==> src/rtl/aes_cipher_arb.sv <==
// Round-robin front end that shares one pipelined AES cipher core between NREQ requesters.
// Optional AES_CIPHER_ARB_CHK_EN adds a sticky core/tag alignment check driving err.
module aes_cipher_arb #(
    parameter int NREQ       = 4,
    parameter int Nk         = 4,
    parameter int Nr         = Nk + 6,
    parameter int LAT        = Nr + 1,
    parameter int FIFO_DEPTH = 16,
    parameter int IDW        = (NREQ > 1) ? $clog2(NREQ) : 1
) (
    input  logic                clk,
    input  logic                rst,
    input  logic [NREQ-1:0]     req_valid,
    input  logic [NREQ*128-1:0] req_pt,
    output logic [NREQ-1:0]     req_ready,
    output logic                rsp_valid,
    input  logic                rsp_ready,
    output logic [127:0]        rsp_ct,
    output logic [IDW-1:0]      rsp_id,
    output logic                cph_load,
    output logic [127:0]        cph_pt,
    input  logic [127:0]        cph_ct,
    input  logic                cph_valid,
    output logic                busy,
    output logic                err
);
    localparam int              CW        = $clog2(FIFO_DEPTH + 1);
    localparam int              PW        = (FIFO_DEPTH > 1) ? $clog2(FIFO_DEPTH) : 1;
    localparam logic [IDW:0]    NREQ_W    = (IDW + 1)'(NREQ);
    localparam logic [CW:0]     DEPTH_W   = (CW + 1)'(FIFO_DEPTH);
    localparam logic [PW-1:0]   LAST_SLOT = PW'(FIFO_DEPTH - 1);

    typedef struct packed {
        logic           vld;
        logic [IDW-1:0] id;
    } tag_t;

    typedef struct packed {
        logic [IDW-1:0] id;
        logic [127:0]   ct;
    } rsp_t;

    logic [NREQ-1:0][127:0] pt_arr;
    logic [IDW-1:0]         ptr;
    logic [IDW-1:0]         grant_id;
    logic [IDW-1:0]         load_id;
    logic [IDW:0]           cand;
    logic                   found;
    logic                   credit_ok;
    logic                   hs;
    logic                   wr;
    logic                   rd;
    logic [CW-1:0]          inflight;
    logic [CW-1:0]          count;
    logic [CW:0]            outstanding;
    tag_t                   tag_line [LAT];
    tag_t                   tag_out;
    rsp_t                   mem [FIFO_DEPTH];
    logic [PW-1:0]          wr_ptr;
    logic [PW-1:0]          rd_ptr;

    assign pt_arr = req_pt;

    // Every issued block owns a FIFO slot from grant until pop, since the core cannot stall.
    assign outstanding = {1'b0, inflight} + {1'b0, count};
    assign credit_ok   = outstanding < DEPTH_W;

    // NOTE: every output of this block gets a default first, so no path can infer a latch.
    always_comb begin
        req_ready = '0;
        grant_id  = '0;
        found     = 1'b0;
        cand      = '0;
        for (int k = 1; k <= NREQ; k++) begin
            cand = {1'b0, ptr} + (IDW + 1)'(k);
            if (cand >= NREQ_W) cand = cand - NREQ_W;
            if (!found && req_valid[cand[IDW-1:0]]) begin
                found    = 1'b1;
                grant_id = cand[IDW-1:0];
            end
        end
        if (found && credit_ok && !rst) req_ready[grant_id] = 1'b1;
    end

    assign hs = |(req_valid & req_ready);

    // NOTE: sequential state uses non-blocking assignments so all registers update from pre-edge values.
    always_ff @(posedge clk or posedge rst) begin
        if (rst) begin
            ptr      <= IDW'(NREQ - 1);
            cph_load <= 1'b0;
            cph_pt   <= '0;
            load_id  <= '0;
            inflight <= '0;
        end else begin
            cph_load <= hs;
            if (hs) begin
                ptr     <= grant_id;
                load_id <= grant_id;
                cph_pt  <= pt_arr[grant_id];
            end
            inflight <= inflight + CW'(hs) - CW'(tag_out.vld);
        end
    end

    // Fed from the registered load so the tag exits exactly when the core presents the result.
    always_ff @(posedge clk or posedge rst) begin
        if (rst) begin
            for (int s = 0; s < LAT; s++) tag_line[s] <= '0;
        end else begin
            tag_line[0] <= {cph_load, load_id};
            for (int s = 1; s < LAT; s++) tag_line[s] <= tag_line[s-1];
        end
    end

    assign tag_out = tag_line[LAT-1];

`ifdef AES_CIPHER_ARB_CHK_EN
    logic err_q;

    assign wr = cph_valid & tag_out.vld;

    always_ff @(posedge clk or posedge rst) begin
        if (rst) begin
            err_q <= 1'b0;
        end else if (cph_valid != tag_out.vld) begin
            err_q <= 1'b1;
        end
    end

    assign err = err_q;
`else
    assign wr  = cph_valid;
    assign err = 1'b0;
`endif

    assign rd = rsp_valid & rsp_ready;

    // NOTE: FIFO storage is deliberately not reset; validity is carried entirely by count.
    always_ff @(posedge clk) begin
        if (wr) mem[wr_ptr] <= {tag_out.id, cph_ct};
    end

    always_ff @(posedge clk or posedge rst) begin
        if (rst) begin
            wr_ptr <= '0;
            rd_ptr <= '0;
            count  <= '0;
        end else begin
            if (wr) wr_ptr <= (wr_ptr == LAST_SLOT) ? '0 : wr_ptr + 1'b1;
            if (rd) rd_ptr <= (rd_ptr == LAST_SLOT) ? '0 : rd_ptr + 1'b1;
            count <= count + CW'(wr) - CW'(rd);
        end
    end

    assign rsp_valid = (count != '0);
    assign rsp_id    = mem[rd_ptr].id;
    assign rsp_ct    = mem[rd_ptr].ct;
    assign busy      = (inflight != '0) | (count != '0) | cph_load;

endmodule

==> config.mk <==
export PLATFORM = sky130hd
export DESIGN_NAME = aes_cipher_arb
export DESIGN_NICKNAME = d
export VERILOG_FILES = /design/src/rtl/aes_cipher_arb.sv
export SDC_FILE = /design/constraint.sdc
export NUM_CORES = 2
export LEC_CHECK = 0
export CAP_MARGIN = 15
export CORE_ASPECT_RATIO = 0.75
export CORE_MARGIN = 2
export CORE_UTILIZATION = 31
export CTS_CLUSTER_DIAMETER = 80
export DETAILED_ROUTE_END_ITERATION = 16
export HOLD_SLACK_MARGIN = 0.15
export PLACE_DENSITY = 0.55
export SKIP_LAST_GASP = 1
export SLEW_MARGIN = 20
export SYNTH_ARGS = -nofsm -noshare
export SYNTH_HDL_FRONTEND = slang
export SYNTH_SLANG_ARGS = --single-unit
==> constraint.sdc <==
create_clock -name clk -period 12.7 [get_ports clk]
set_input_delay 2.54 -clock clk [delete_from_list [all_inputs] [get_ports clk]]
set_output_delay 2.54 -clock clk [all_outputs]
set_load 0.01 [all_outputs]
Word level (Yosys, flattened, before mapping) --
Memory sizes are Yosys's and may differ from the RTL's. Index checks and enable logic that the tools add are counted.
Operators by class: reduce and logical (&&, ||, !) cells 13, $lt $le $gt $ge 11, bitwise operators 4, multiplexer cells 29, add/subtract/negate cells 15, equal/unequal tests 2
Operators with widths (count):
- binary-select mux 128 bit (select 2 bit) | 1
- 2-to-1 mux 128 bit | 1
- 2-to-1 mux 2 bit | 8
- < comparator 2 x 3 -> 1 bit (second input constant) | 5
- greater-or-equal comparator 3 bit (second input constant) | 4
- 2-to-1 mux 4 bit | 3
- 2-to-1 mux 1 bit | 11
- adder 5 x 1 -> 5 bit | 2
- nonzero test 5 bit | 2
- subtractor 5 x 1 -> 5 bit | 2
- adder 4 x 1 -> 4 bit (second input constant) | 2
- binary-select mux 1 bit (select 2 bit) | 4
- == test 4 bit (second input constant) | 2
- subtractor 2 x 1 -> 2 bit (second input constant) | 4
- adder 2 x 2 -> 3 bit (second input constant) | 2
- adder 5 x 5 -> 6 bit | 1
- logical AND 1 bit | 6
- < comparator 6 x 5 -> 1 bit (second input constant) | 1
- AND 4 bit | 1
- logical NOT 1 bit | 4
- OR reduction 4 bit | 1
- adder 2 x 1 -> 3 bit (second input constant) | 1
- adder 2 x 3 -> 3 bit (second input constant) | 1
- demux 1 bit (select 2 bit) | 1
- 3 further kinds | 4
Word-level totals: output and inout bits 266, word-level logic and storage cells 105, memories 1, flip-flop bits (word level) 184, memory bits (writable) 2080, input port bits 648
Memories:
- mem | depth 16, width 130, read ports 1, clocked after Yosys merged registers in 0, write ports 1, line 58 | rsp_t mem [FIFO_DEPTH];

Depth between registers and ports, before layout --
depth after elaboration 24, depth in mapped cells 15, mapped depth without buffers 14

Worst setup path after synthesis --
No wires, ideal clock.
path type input -> register, from in cph_valid, to mem mem[2][0] (netlist name) (enable), library setup time 0.778 ns, arrival 11.743 ns, stages 3, buffers on the path 1, data required time 11.922 ns, path slack 0.179 ns, cell sequence clkbuf_1 nand2_1 nor3_1
Between the ends: cells in the longest elaborated chain, start to end 2
RTL lines:
- start, declared | line 23 | input logic cph_valid,
- 2-to-1 mux 1 bit | line 141 | if (wr) mem[wr_ptr] <= {tag_out.id, cph_ct};
- 2-to-1 mux 1 bit (not written as such) | line 141
- end, declared | line 58
Every way passes these cells.

Worst setup path after layout --
from reg rd_ptr[1], to out rsp_ct[88]
Between the ends: cells in the longest elaborated chain, start to end 1
RTL lines:
- start, declared | line 60 | logic [PW-1:0] rd_ptr;
- start signal, assigned | line 151 | if (rd) rd_ptr <= (rd_ptr == LAST_SLOT) ? '0 : rd_ptr + 1'b1;
- memory (16 x 130 bit)
- end, declared | line 18 | output logic [127:0] rsp_ct,
Every way passes these cells.

==> metrics <==
run status=finished, final reports clean; fin. max-slew vios=0; first-pass iteration count of the detailed router=14; critical path cell sequence=buf_4 -> buf_4 -> buf_4 -> mux4_2 -> a22oi_1 -> nand2_1 -> clkdlybuf4s50_1; number of synthesized flops with an enable pin=~2100; Net Sw Frac=0.3390; PortBufs=between 900 and 1000; Synth Cell Area=~88000 µm²; clk sinks=between 2000 and 2500; H-tree levels=4; skew final=0.08947 ns; Worst Path Arrival=5.54 ns; sequential share of the synthesized area=0.7579; Syn. warnings=0; Leak Pwr=35.95 nW; Setup Buffers After CTS=0; post-layout min period=8.079 ns; Filler cells=25870; Final nets=6411; max_slew headroom=0.1236; most common cell after layout, fill and taps aside=edfxtp_1; RSZ-0062 raised after global routing=false; CTS Buffer Depth=4; Peak VDD IR=173.0 µV; most frequent CP cell=buf_4; Post-synth ARST share=0.08127; final wirelength=300800 µm; Worst-path clk slew=0.06 ns; Fin Setup TNS=0 ns; GP Congestion=0.9390; top_reg_cell synth=edfxtp_1; die area=around 290000 µm²; Switch Pwr=8.516 mW; root buffer cell=clkbuf_16; Comb power frac=0.352; drc violations=0; Placeable Area=283300 µm²; syn avg cell area=around 18 µm²; Netlist cell types=between 40 and 50; post-CTS resize count=0; Die H=466.7 µm; critical path class=register to output pin; total grt overflow=0; Top-Level Pins=914; multi-input logic area=19980 µm²; vias in the first global route=50560; Starting Density=0.3123; largest area contributor in the netlist=edfxtp_1; CP endpoint kind=output pin; post-cts hold buffer count=0; Synthesized Nets=5459; Final Power=approximately 25 mW; layout cell share with drive strength beyond 1=0.1454; CP Launch Type=register; Tcrit/Tclk final=0.6361; vias per cell=5.203; row cnt=169; post-synthesis cell count=~4800; post-detail-place hpwl=184700 µm; Clk Latency, worst-skew pair=0.91 ns; P per Cell Area=229.5 nW/µm²; most frequent cells in the layout=2080 x edfxtp_1, 912 x clkdlybuf4s50_1, 385 x mux2i_1, 266 x mux4_2, 243 x nand2_1; largest net degree at the start of global routing=127; CP required=10.16 ns; Tot GR Track Use=0.2019; Syn-to-layout area delta=23.72%; Final Hold Viols=0; initial antenna violation count=approximately 120; Finished Core Util=0.3864; Synth area leaders=edfxtp_1 71%, mux4_2 6.8%, dfrtp_1 5.1%; DRT iter0 DRCs=5119; Hold WC Path Type=register to register; Die Wd=620.9 µm; Cell Int Power=16.61 mW; final setup violation count=0; CTS tree=yes; Storage cell area=67080 µm²; Flop pwr share=0.383; slowest cell delay on critical path=0.85 ns; clock network power share=0.265; Crit Path Max Fanout=53; vias=about 51000; #FFs+latches synth=2264; Highest Clock Rate=0.1238 GHz; Synth top area share=0.7059; CTS buffer count=232; drt wl/cell=30.88 µm; Worst-Margin Slew=1.315 ns; Max-cap violations=0; Slowest-stage cell, CP=buf_4; global-route wire length before repair=409200 µm; ANT nets after route=0
[cells in the mapped netlist (7+ instances only)]
cell / n
mux2i_1: 385
dfrtp_1: 182
nand2_1: 244
inv_1: 21
nand2b_1: 7
edfxtp_1: 2080
buf_1: 17
buf_6: 16
a22oi_1: 180
buf_2: 123
xnor2_1: 8
a221oi_1: 128
nor2_1: 150
mux2_2: 130
a222oi_1: 102
o21ai_0: 223
a31oi_1: 129
a21oi_1: 138
o21ai_1: 40
mux4_2: 266
buf_4: 27
clkbuf_1: 126
ha_1: 21
[power groups by stage]
stage | sequential, mW | clock [mW] | combinational [mW]
final | 9.62 | 6.66 | 8.84
after global placement | 9.74 | 0 | 8.98
after CTS | 9.63 | 6.83 | 9.04
after floorplan | 9.74 | 0 | 4.95
after detailed placement | 9.77 | 0 | 9.01
after global routing | 9.69 | 7.10 | 9.51
[logic make-up (layout without fill, tap and decap cells)]
logic type               after synthesis  count (layout)  synth area share
AND/OR/NAND/NOR                      423             423           0.01881
multiplexers                         781             781            0.1278
AO/OA/AOI/OAI                        955             955           0.07268
XOR/XNOR                              11              11          0.001089
flip-flops                          2264            2264            0.7579
buffers and inverters                330            1463           0.01824
other                                  1              59        0.00004238
adder cells (fa/ha/maj)               23              23          0.003422
[per-stage QoR]
stage                     setup slack [ns]  hold WS (ns)  std cells  instance area, µm²
after floorplan                     0.1787        0.3312       4788               88490
after global placement               5.269        0.3330       9266              102000
after detailed placement             5.244        0.3355       9268              102000
after CTS                            4.417        0.3464       9683              109300
after global routing                 4.355        0.3500       9733              109500
final                                4.621        0.3435       9741              109500
[critical path, delay by kind of cell, from the launching register on]
kind                   cells  cell delay (ns)
AO/OA/AOI/OAI              1             0.19
AND/OR/NAND/NOR            1             0.21
multiplexers               1             0.42
buffers and inverters      4             2.85
flip-flops                 1             0.80
[layer usage]
layer,wire length [µm],vias to the layer above,track usage
met1,117300,26630,0.2483
met5,213,-,0
met4,16310,32,0.09675
met3,21000,528,0.04929
met2,146000,1868,0.3337
li1,-,21630,-
[layout make-up]
type / instances / share of cell area
timing repair buffer: 1027 / 0.09282
multi-input combinational: 2194 / 0.1825
clock buffer: 285 / 0.05581
clock inverter: 130 / 0.01099
antenna: 58 / 0.001326
tap: 3762 / 0.04299
inverter: 21 / 0.0007886
sequential: 2264 / 0.6127
[worst paths after layout]
check | from | end | slack [ns] | cells after the start
min in group asynchronous | rst | load_id[1]$_DFFE_PP0P_ | 2.18 | 2
hold / removal | tag_line[23]$_DFF_PP0_ | tag_line[20]$_DFF_PP0_ | 0.34 | 0
hold reg to reg | tag_line[23]$_DFF_PP0_ | tag_line[20]$_DFF_PP0_ | 0.34 | 0
max in group asynchronous | rst | cph_pt[91]$_DFFE_PP0P_ | 9.04 | 3
setup reg to reg | wr_ptr[0]$_DFFE_PP0P_ | mem[2][86]$_DFFE_PP_ | 8.88 | 7
setup / recovery | rd_ptr[1]$_DFFE_PP0P_ | rsp_ct[88] | 4.62 | 7
[flip-flops by register name (all words and copies together), names as in the netlist]
| name | flops |
|---|---|
| count | 5 |
| cph_pt | 128 |
| inflight | 5 |
| cph_load | 1 |
| ptr | 2 |
| rd_ptr | 4 |
| wr_ptr | 4 |
| tag_line | 33 |
| mem | 2080 |
| load_id | 2 |
Power figures use the tool's default switching activity.
